File: config.mk
export PLATFORM = sky130hd
export DESIGN_NAME = if_id_buffer_flat
export DESIGN_NICKNAME = d
export VERILOG_FILES = /design/src/rtl/core_pkg.sv /design/src/rtl/if_id_buffer_if.sv /design/src/rtl/if_id_buffer_ifq_mem.sv /design/src/rtl/if_id_buffer.sv /design/src/flat_wrapper.sv
export SDC_FILE = /design/constraint.sdc
export NUM_CORES = 1
export LEC_CHECK = 0
export ABC_CLOCK_PERIOD_IN_PS = 5040
export CAP_MARGIN = 25
export CORE_MARGIN = 5
export CORE_UTILIZATION = 49
export DETAILED_ROUTE_END_ITERATION = 12
export GPL_ROUTABILITY_DRIVEN = 0
export HOLD_SLACK_MARGIN = 0.1
export PLACE_DENSITY = 0.73
export SYNTH_ARGS = -nofsm -noshare
export SYNTH_HDL_FRONTEND = slang
export SYNTH_SLANG_ARGS = --single-unit
export TNS_END_PERCENT = 20
File: constraint.sdc
create_clock -name clk -period 5.04 [get_ports clk]
set_input_delay 1.008 -clock clk [delete_from_list [all_inputs] [get_ports clk]]
set_output_delay 1.008 -clock clk [all_outputs]
set_load 0.05 [all_outputs]
File: src/rtl/core_pkg.sv
// ----------------------------------------------------------------------------
// core_pkg
// Shared types and widths for the 64-bit pipelined core front end.
//   INSTR_W     : instruction word width
//   ADDR_W      : PC / address width
//   fetch_pkt_t : {pc, instr} pair produced by fetch/imem
// ----------------------------------------------------------------------------
package core_pkg;

    localparam int INSTR_W = 32;
    localparam int ADDR_W  = 64;

    typedef struct packed {
        logic [ADDR_W-1:0]  pc;
        logic [INSTR_W-1:0] instr;
    } fetch_pkt_t;

endpackage

File: src/rtl/if_id_buffer_if.sv
// ----------------------------------------------------------------------------
// if_id_buffer_if
// Fetch-side and decode-side handshake bundle of the IF/ID instruction queue.
//   fetch : imem_addr_F, imem_data_F, valid_F (to queue), ready_F (from queue),
//           Flush_F (redirect, to queue)
//   decode: pc_D, instr_D, valid_D (from queue), ready_D (to queue)
//   status: stall_cnt (from queue)
// Modports:
//   slave  : the queue itself
//   master : the surrounding pipeline (fetch + decode)
// ----------------------------------------------------------------------------
interface if_id_buffer_if
    import core_pkg::*;
#(
    parameter int N = ADDR_W,
    parameter int W = INSTR_W
);

    logic [N-1:0]  imem_addr_F;
    logic [W-1:0]  imem_data_F;
    logic          valid_F;
    logic          ready_F;
    logic          Flush_F;
    logic [N-1:0]  pc_D;
    logic [W-1:0]  instr_D;
    logic          valid_D;
    logic          ready_D;
    logic [31:0]   stall_cnt;

    modport slave (
        input  imem_addr_F, imem_data_F, valid_F, Flush_F, ready_D,
        output ready_F, pc_D, instr_D, valid_D, stall_cnt
    );

    modport master (
        output imem_addr_F, imem_data_F, valid_F, Flush_F, ready_D,
        input  ready_F, pc_D, instr_D, valid_D, stall_cnt
    );

endinterface

File: src/rtl/if_id_buffer_ifq_mem.sv
// ----------------------------------------------------------------------------
// ifq_mem
// Storage array of the IF/ID queue: DEPTH x DW registers, one synchronous
// write port and one asynchronous read port. Contents are never reset; the
// queue only ever reads slots it has written since the last reset/flush.
//   clk   : clock
//   we    : write enable
//   waddr : write slot
//   wdata : write data
//   raddr : read slot
//   rdata : read data (combinational from raddr)
// ----------------------------------------------------------------------------
module ifq_mem #(
    parameter int DEPTH = 4,
    parameter int DW    = 96,
    parameter int AW    = $clog2(DEPTH)
) (
    input  logic          clk,
    input  logic          we,
    input  logic [AW-1:0] waddr,
    input  logic [DW-1:0] wdata,
    input  logic [AW-1:0] raddr,
    output logic [DW-1:0] rdata
);

    logic [DW-1:0] mem [DEPTH];

    always_ff @(posedge clk) begin
        if (we) begin
            mem[waddr] <= wdata;
        end
    end

    assign rdata = mem[raddr];

endmodule

File: src/rtl/if_id_buffer.sv
// ----------------------------------------------------------------------------
// if_id_buffer
// Instruction queue between fetch and decode. Holds up to DEPTH {PC, instr}
// pairs, presents the oldest to decode, back-pressures fetch when full and
// empties on a taken branch (Flush_F).
//   clk   : clock, rising edge
//   reset : asynchronous, active-low
//   bus   : if_id_buffer_if.slave (fetch offer, decode head, stall_cnt)
// ready_F / valid_D come from the registered count only, so there is no
// combinational path from valid_F or ready_D to the handshake outputs.
// stall_cnt counts cycles in which fetch offered while the queue was full,
// saturating at all-ones.
// ----------------------------------------------------------------------------
module if_id_buffer
    import core_pkg::*;
#(
    parameter int N     = ADDR_W,
    parameter int W     = INSTR_W,
    parameter int DEPTH = 4
) (
    input  logic          clk,
    input  logic          reset,
    if_id_buffer_if.slave bus
);

    localparam int PW = $clog2(DEPTH);
    localparam int CW = PW + 1;
    localparam logic [CW-1:0] FULL_CNT = CW'(DEPTH);

    logic [PW-1:0]  wr_ptr_q, wr_ptr_d;
    logic [PW-1:0]  rd_ptr_q, rd_ptr_d;
    logic [CW-1:0]  count_q, count_d;
    logic [31:0]    stall_cnt_q, stall_cnt_d;
    logic           ready_f;
    logic           valid_d;
    logic           push;
    logic           pop;
    logic [N+W-1:0] head_entry;

    assign ready_f = (count_q != FULL_CNT);
    assign valid_d = (count_q != '0);
    assign push    = bus.valid_F & ready_f & ~bus.Flush_F;
    assign pop     = valid_d & bus.ready_D;

    always_comb begin
        wr_ptr_d    = wr_ptr_q;
        rd_ptr_d    = rd_ptr_q;
        count_d     = count_q;
        stall_cnt_d = stall_cnt_q;

        // A pop during a flush is still a completed handshake for decode,
        // but the flush wipes the queue state regardless.
        if (bus.Flush_F) begin
            wr_ptr_d = '0;
            rd_ptr_d = '0;
            count_d  = '0;
        end else begin
            if (push) begin
                wr_ptr_d = wr_ptr_q + PW'(1);
            end
            if (pop) begin
                rd_ptr_d = rd_ptr_q + PW'(1);
            end
            case ({push, pop})
                2'b10:   count_d = count_q + CW'(1);
                2'b01:   count_d = count_q - CW'(1);
                default: count_d = count_q;
            endcase
        end

        if (bus.valid_F && !ready_f && (stall_cnt_q != '1)) begin
            stall_cnt_d = stall_cnt_q + 32'd1;
        end
    end

    always_ff @(posedge clk or negedge reset) begin
        if (!reset) begin
            wr_ptr_q    <= '0;
            rd_ptr_q    <= '0;
            count_q     <= '0;
            stall_cnt_q <= '0;
        end else begin
            wr_ptr_q    <= wr_ptr_d;
            rd_ptr_q    <= rd_ptr_d;
            count_q     <= count_d;
            stall_cnt_q <= stall_cnt_d;
        end
    end

    ifq_mem #(
        .DEPTH (DEPTH),
        .DW    (N + W)
    ) u_ifq_mem (
        .clk   (clk),
        .we    (push),
        .waddr (wr_ptr_q),
        .wdata ({bus.imem_addr_F, bus.imem_data_F}),
        .raddr (rd_ptr_q),
        .rdata (head_entry)
    );

    // Stale storage is never exposed: head is zero whenever the queue is empty.
    assign bus.pc_D      = valid_d ? head_entry[N+W-1:W] : '0;
    assign bus.instr_D   = valid_d ? head_entry[W-1:0]   : '0;
    assign bus.valid_D   = valid_d;
    assign bus.ready_F   = ready_f;
    assign bus.stall_cnt = stall_cnt_q;

endmodule

File: src/flat_wrapper.sv
// flat-port wrapper written by rule: the top's interface ports become plain ports
module if_id_buffer_flat import core_pkg::*;
#(
    parameter int N     = ADDR_W,
    parameter int W     = INSTR_W,
    parameter int DEPTH = 4
)
  (clk, reset, bus_imem_addr_F, bus_imem_data_F, bus_valid_F, bus_Flush_F, bus_ready_D, bus_ready_F, bus_pc_D, bus_instr_D, bus_valid_D, bus_stall_cnt);
  if_id_buffer_if #(.N(N), .W(W)) bus_i ();
  input  logic clk;
  input  logic reset;
  input wire logic [$bits(bus_i.imem_addr_F)-1:0] bus_imem_addr_F;
  input wire logic [$bits(bus_i.imem_data_F)-1:0] bus_imem_data_F;
  input wire logic [$bits(bus_i.valid_F)-1:0] bus_valid_F;
  input wire logic [$bits(bus_i.Flush_F)-1:0] bus_Flush_F;
  input wire logic [$bits(bus_i.ready_D)-1:0] bus_ready_D;
  output wire logic [$bits(bus_i.ready_F)-1:0] bus_ready_F;
  output wire logic [$bits(bus_i.pc_D)-1:0] bus_pc_D;
  output wire logic [$bits(bus_i.instr_D)-1:0] bus_instr_D;
  output wire logic [$bits(bus_i.valid_D)-1:0] bus_valid_D;
  output wire logic [$bits(bus_i.stall_cnt)-1:0] bus_stall_cnt;
  assign bus_i.imem_addr_F = bus_imem_addr_F;
  assign bus_i.imem_data_F = bus_imem_data_F;
  assign bus_i.valid_F = bus_valid_F;
  assign bus_i.Flush_F = bus_Flush_F;
  assign bus_i.ready_D = bus_ready_D;
  assign bus_ready_F = bus_i.ready_F;
  assign bus_pc_D = bus_i.pc_D;
  assign bus_instr_D = bus_i.instr_D;
  assign bus_valid_D = bus_i.valid_D;
  assign bus_stall_cnt = bus_i.stall_cnt;
  if_id_buffer #(.N(N), .W(W), .DEPTH(DEPTH)) u_core (.clk(clk), .reset(reset), .bus(bus_i));
endmodule
==> impl_metrics.yaml, run 1 <==
status:
  run_status: "complete, no violations"
clock_tree:
  hold_buffers: 0
  ctsRootBufferMaster: "clkbuf_16"
  clk_pin_slew_ns: 0.06
  cts_buffers: 43
  cts_tree: "done"
  cts_resized: 0
  cts_buffer_depth: 3
  htreeDepth: 2
  cts_sinks: 423
  postCtsSetupBuffers: 0
  insertion_delay_ns: 0.53
pwr:
  power.leakage_nw: 6.80
  p_per_area_mw_per_mm2: 529
  ir_drop_v: 0.000367
global_routing:
  grt_max_degree: 86
  use_met1_pct: 23.1
  grtUsageMet2_pct: 28.5
  grt_util_all_layers_pct: 17.2
  antenna_found_initial: 4
  top_usage_layer: "met2"
  grtUsageMet3_pct: 4.09
  grt_pass1_wl_um: 51200
  grt_pass1_vias: 8786
  overflow: 0
timing:
  setup-tns-final_ns: 0
  finalHoldViolCount: 0
  post-route-period-util_pct: 81.3
  rsz0062_at_grt: "false"
  period_needed_ns: 4.10
  clock.fmax_ghz: 0.244
  finalMaxSlewViolations: 0
  finalClockSkew_ns: 0.0138
  worst_slew_pin_slew_ns: 0.686
  maxSlewHeadroom_pct: 54.3
  setup_viol_count_final: 0
route:
  postRouteAntennaNets: 0
  vias: 8201
  drcViolationCount: 0
  wl_per_cell_um: 21.2
  routed_wl_um: 32400
  via_per_inst: 5.36
  drt_first_pass_iters: 5
  drtIter0Drc: 606
synthesis:
  syn_inst: 800
  syn_area_per_cell_sq_um: 20.6
  synth_fp_nets: 907
  seq_area_frac_synth_pct: 75.7
  netlist_area_sq_mm: 0.0165
  synth.distinct_cells: 40
  yosys_warnings: 0
  ys_ff_latch: 423
cells_and_area:
  layout.nets: 1155
  drive_above_1_share_pct: 16.9
  num-fill-cells: 2385
  area_growth_pct: 25.2
  layout_common_cells: "384 x edfxtp_1, 230 x clkdlybuf4s50_1, 96 x mux4_2, 96 x and2_1, 44 x clkbuf_16"
  final_common_cell: "edfxtp_1"
  fin_util_pct: 62.0
setup_path:
  critical_path_class: "reg2out"
  worstPathArrival_ns: 3.09
  cp_max_fo: 55
  required_ns: 4.03
  worst_setup_path_start_kind: "flop"
  r2r_slack_ns: 2.30
  r2r_start: "u_core.count_q[2]"
  reg2reg_depth: 5
  endpoint_kind: "primary output"
  r2r-end: "u_core.u_ifq_mem.mem[2][5]"
floorplan:
  die_area_sq_mm: 0.0375
  num_rows: 67
  core_area_sq_mm: 0.0334
  start_util_pct: 49.5
  die_h_um: 194
  die_w_um: 194
  num_io_pins: 231
min_path:
  hold_path_depth: 1
  hold_class: "reg2reg"
  whs_endpoint: "u_core.bus.stall_cnt[11]"
  hp-start: "u_core.bus.stall_cnt[11]"
place:
  portBuffers: 230
  hpwl_um: 19300
run:
  cap_violations: 0
synthesized netlist by cell type (all sizes together):
cell type	number	area, sq um
edfxtp	384	11500
and2	100	626
mux4	96	2160
dfrtp	39	976
xnor2	22	193
clkbuf	21	78.8
nor2	18	86.3
buf	16	80.1
nand3	16	90.1
nand4	15	100
nand2	12	47.6
xor2	12	105
and3	7	43.8
inv	7	26.3
ha	5	62.6
nor3	5	40.0
nor4	4	55.1
a21oi	3	15.0
a211oi	2	15.0
a31oi	2	12.5
and4	2	17.5
fa	1	20.0
mux2	1	11.3
mux2i	1	10.0
nand2b	1	6.26
nand4b	1	23.8
nand4bb	1	11.3
nor3b	1	7.51
o22ai	1	6.26
o311ai	1	26.3
or3	1	6.26
or3b	1	8.76
or4	1	11.3
sequential cells by signal, indices dropped and copies added, names as in the netlist:
name / flops
u_core.count_q: 3
u_core.u_ifq_mem.mem: 384
u_core.wr_ptr_q: 2
u_core.rd_ptr_q: 2
u_core.bus.stall_cnt: 32
cells by family after synthesis:
kind of cell | synth area share, %
muxes | 13.2
adders and majority gates | 0.500
AOI/OAI and AO/OA | 0.455
buffers and inverters | 1.12
DFF | 75.7
xor gates and xnor gates | 1.80
and+or+nand+nor | 7.15
metal layers:
metal  wire length (um)  share of wire [%]  up-vias
met5                 27              0.083        -
met1              13700                 42     4224
met2              16100                 50      217
li1                   -                  -     3695
met3               1860                5.7       61
met4                753                2.3        4
worst max path at each step:
| stage | from | end | slack, ns | cells after the start |
|---|---|---|---|---|
| floorplan | bus_Flush_F | u_core.u_ifq_mem.mem[0][0] | 0.95 | 3 |
| global placement | u_core.rd_ptr_q[1] | bus_pc_D[2] | 1.44 | 4 |
| detailed placement | u_core.rd_ptr_q[1] | bus_instr_D[26] | 1.44 | 4 |
| CTS | u_core.rd_ptr_q[1] | bus_pc_D[17] | 0.86 | 4 |
| global route | u_core.rd_ptr_q[1] | bus_pc_D[3] | 0.82 | 4 |
| finish | u_core.rd_ptr_q[1] | bus_instr_D[27] | 0.94 | 4 |
critical path, cell delays in order, from the launching register on:
cell and delay (ns):
dfrtp_4 0.86, buf_12 0.39, mux4_2 0.36, and2_1 0.18, clkdlybuf4s50_1 0.70
through the flow:
step	cells	hold WS, ns	cell area (sq um)	worst slack [ns]	power, W
2_1_floorplan	800	0.481	16500	0.949	0.00692
3_3_place_gp	1450	0.482	19400	1.44	0.00819
3_5_place_dp	1451	0.488	19400	1.44	0.00824
4_1_cts	1527	0.498	20700	0.863	0.0111
5_1_grt	1529	0.518	20700	0.819	0.0114
6_report	1529	0.492	20700	0.941	0.0109
power breakdown:
part / internal [W] / leakage [nW] / switching (W)
Clock: 0.00162 / 0.618 / 0.00122
Combinational: 0.00151 / 2.17 / 0.00245
Sequential: 0.00405 / 4.01 / 0.0000908
Total: 0.00718 / 6.80 / 0.00376
final cells by class:
class                   count  area, sq um  area share [%]
clock buffers              59         1170            5.65
clock inverters            17         97.6           0.472
flip-flops and latches    423        12500            60.5
multi-input cells         333         3830            18.5
inverters                   7         26.3           0.127
diodes                      2         5.00          0.0242
well taps                 448          561            2.71
repair buffers            240         2470            12.0
Note: power is estimated with default switching activity, not from simulation.
==> inputs of run 2 (changes only) <==
ABC_CLOCK_PERIOD_IN_PS = 3870   (was 5040)
clock period = 3.87 ns   (was 5.04 ns; I/O delays follow)
==> run 2 against run 1 <==
Net effect: power rose by 35%; die area did not move; hold slack got worse by 0.12 ns; non-clock buffer count rose by 15; clock skew fell by 0.0048 ns; combinational power rose by 33%; setup slack got worse by 0.70 ns; sequential cell count did not move; cell count rose by 1.3%; clock power rose by 43%; critical path depth did not move; critical endpoint is now bus_instr_D[2]; routed wire length rose by 3.2%; critical path type unchanged.
==> impl_metrics.yaml, run 2 (same netlist as run 1, synthesis figures left out) <==
status:
  run_status: "complete, no violations"
place:
  dpl_worst_slack_ns: 0.569
  dpl.cell_count: 1463
  hpwl_um: 20600
  portBuffers: 230
setup_path:
  critical_path_class: "reg2out"
  cp_max_fo: 29
  worstPathArrival_ns: 2.85
  endpoint_kind: "primary output"
  worst_setup_path_start_kind: "flop"
  required_ns: 3.10
clock_tree:
  cts_resized: 0
  clk_pin_slew_ns: 0.06
  cts_tree: "done"
  hold_buffers: 0
  htreeDepth: 2
  postCtsSetupBuffers: 3
  insertion_delay_ns: 0.53
  ctsRootBufferMaster: "clkbuf_16"
  cts_buffer_depth: 3
  cts_buffers: 44
  cts_sinks: 423
pwr:
  pwr-share-comb_pct: 35.8
  sw_frac_of_total_pct: 34.1
  ir_drop_v: 0.000415
  p_int_w: 0.00971
  clock_power_share_pct: 27.6
  p_per_area_mw_per_mm2: 701
  seqPwrFrac_pct: 36.6
  power.switching_w: 0.00502
  power.leakage_nw: 6.96
route:
  routed_wl_um: 33500
  drcViolationCount: 0
  wl_per_cell_um: 21.6
  drt_first_pass_iters: 5
  drtIter0Drc: 499
  postRouteAntennaNets: 0
  via_per_inst: 5.34
  vias: 8264
timing:
  finalClockSkew_ns: 0.00893
  post-route-period-util_pct: 93.6
  finalMaxSlewViolations: 0
  finalHoldViolCount: 0
  maxSlewHeadroom_pct: 40.2
  period_needed_ns: 3.62
  rsz0062_at_grt: "false"
  fin_ws_ns: 0.246
  clock.fmax_ghz: 0.276
  setup_viol_count_final: 0
  worst_slew_pin_slew_ns: 0.897
global_routing:
  grt_util_all_layers_pct: 17.8
  grt_max_degree: 54
  antenna_found_initial: 2
  grt_pass1_vias: 8995
  overflow: 0
  grt_pass1_wl_um: 52600
cells_and_area:
  largest-register: "u_core.u_ifq_mem.mem"
  layout.nets: 1171
  num-fill-cells: 2351
  final_common_cell: "edfxtp_1"
  largest_register_ffs: 384
  stdcell_count: 1549
  drive_above_1_share_pct: 18.7
  area_growth_pct: 27.1
  layout_common_cells: "384 x edfxtp_1, 229 x clkdlybuf4s50_1, 96 x mux4_2, 96 x and2_1, 45 x clkbuf_16"
floorplan:
  die_h_um: 194
  start_util_pct: 49.5
  num_rows: 67
  die_w_um: 194
  core_area_sq_mm: 0.0334
  num_io_pins: 231
  die_area_sq_mm: 0.0375
run:
  cap_violations: 0
min_path:
  hold_class: "in2async"
## run 2: final cells by class
| cell class | count | area (sq um) | share of cell area, % |
|---|---|---|---|
| diodes | 2 | 5.00 | 0.0238 |
| clock buffers | 51 | 1150 | 5.47 |
| clock inverters | 30 | 255 | 1.22 |
| inverters | 7 | 26.3 | 0.125 |
| multi-input cells | 333 | 3830 | 18.3 |
| flip-flops and latches | 423 | 12500 | 59.6 |
| well taps | 448 | 561 | 2.67 |
| repair buffers | 255 | 2650 | 12.6 |
## run 2: final timing paths
kind,from,endpoint,slack (ns),cells after the start
worst max register to register,u_core.count_q[1],u_core.count_q[2],1.16,8
max in group asynchronous,reset,u_core.rd_ptr_q[1],2.83,1
worst min register to register,u_core.bus.stall_cnt[11],u_core.bus.stall_cnt[11],0.49,1
worst max-delay path,u_core.rd_ptr_q[0],bus_instr_D[2],0.25,4
worst min-delay path,reset,u_core.bus.stall_cnt[1],0.37,1
min in group clk,u_core.bus.stall_cnt[11],u_core.bus.stall_cnt[11],0.49,1
## run 2: worst max-delay path: stages, from the launching register on
cell and delay (ns):
dfrtp_4 0.54, buf_12 0.27, mux4_2 0.56, and2_1 0.19, clkdlybuf4s50_1 0.71
## run 2: metal layers
layer / routed length, um / GRT usage [%] / vias to the layer above
met2: 17400 / 30.3 / 207
li1: - / - / 3734
met1: 13600 / 23.2 / 4279
met5: 0 / 0 / -
met4: 525 / 4.20 / 0
met3: 1920 / 4.73 / 44
## run 2: power by group through the flow
| stage | clock network, W | logic (W) | registers (W) |
|---|---|---|---|
| final | 0.00407 | 0.00527 | 0.00539 |
| after global placement | 0 | 0.00528 | 0.00550 |
| after CTS | 0.00416 | 0.00537 | 0.00539 |
| after detailed placement | 0 | 0.00529 | 0.00552 |
| after global routing | 0.00436 | 0.00556 | 0.00541 |
| after floorplan | 0 | 0.00352 | 0.00548 |
## run 2: metrics by stage
| step | total power, W | TNS (ns) | utilization [%] | area (sq um) | hold slack, ns |
|---|---|---|---|---|---|
| after global placement | 0.0108 | 0 | 58.6 | 19600 | 0.482 |
| after detailed placement | 0.0108 | 0 | 58.6 | 19600 | 0.489 |
| final | 0.0147 | 0 | 62.9 | 21000 | 0.367 |
| after global routing | 0.0153 | 0 | 62.9 | 21000 | 0.440 |
| after CTS | 0.0149 | 0 | 62.9 | 21000 | 0.388 |
| after floorplan | 0.00900 | -27.56 | - | 16500 | 0.478 |
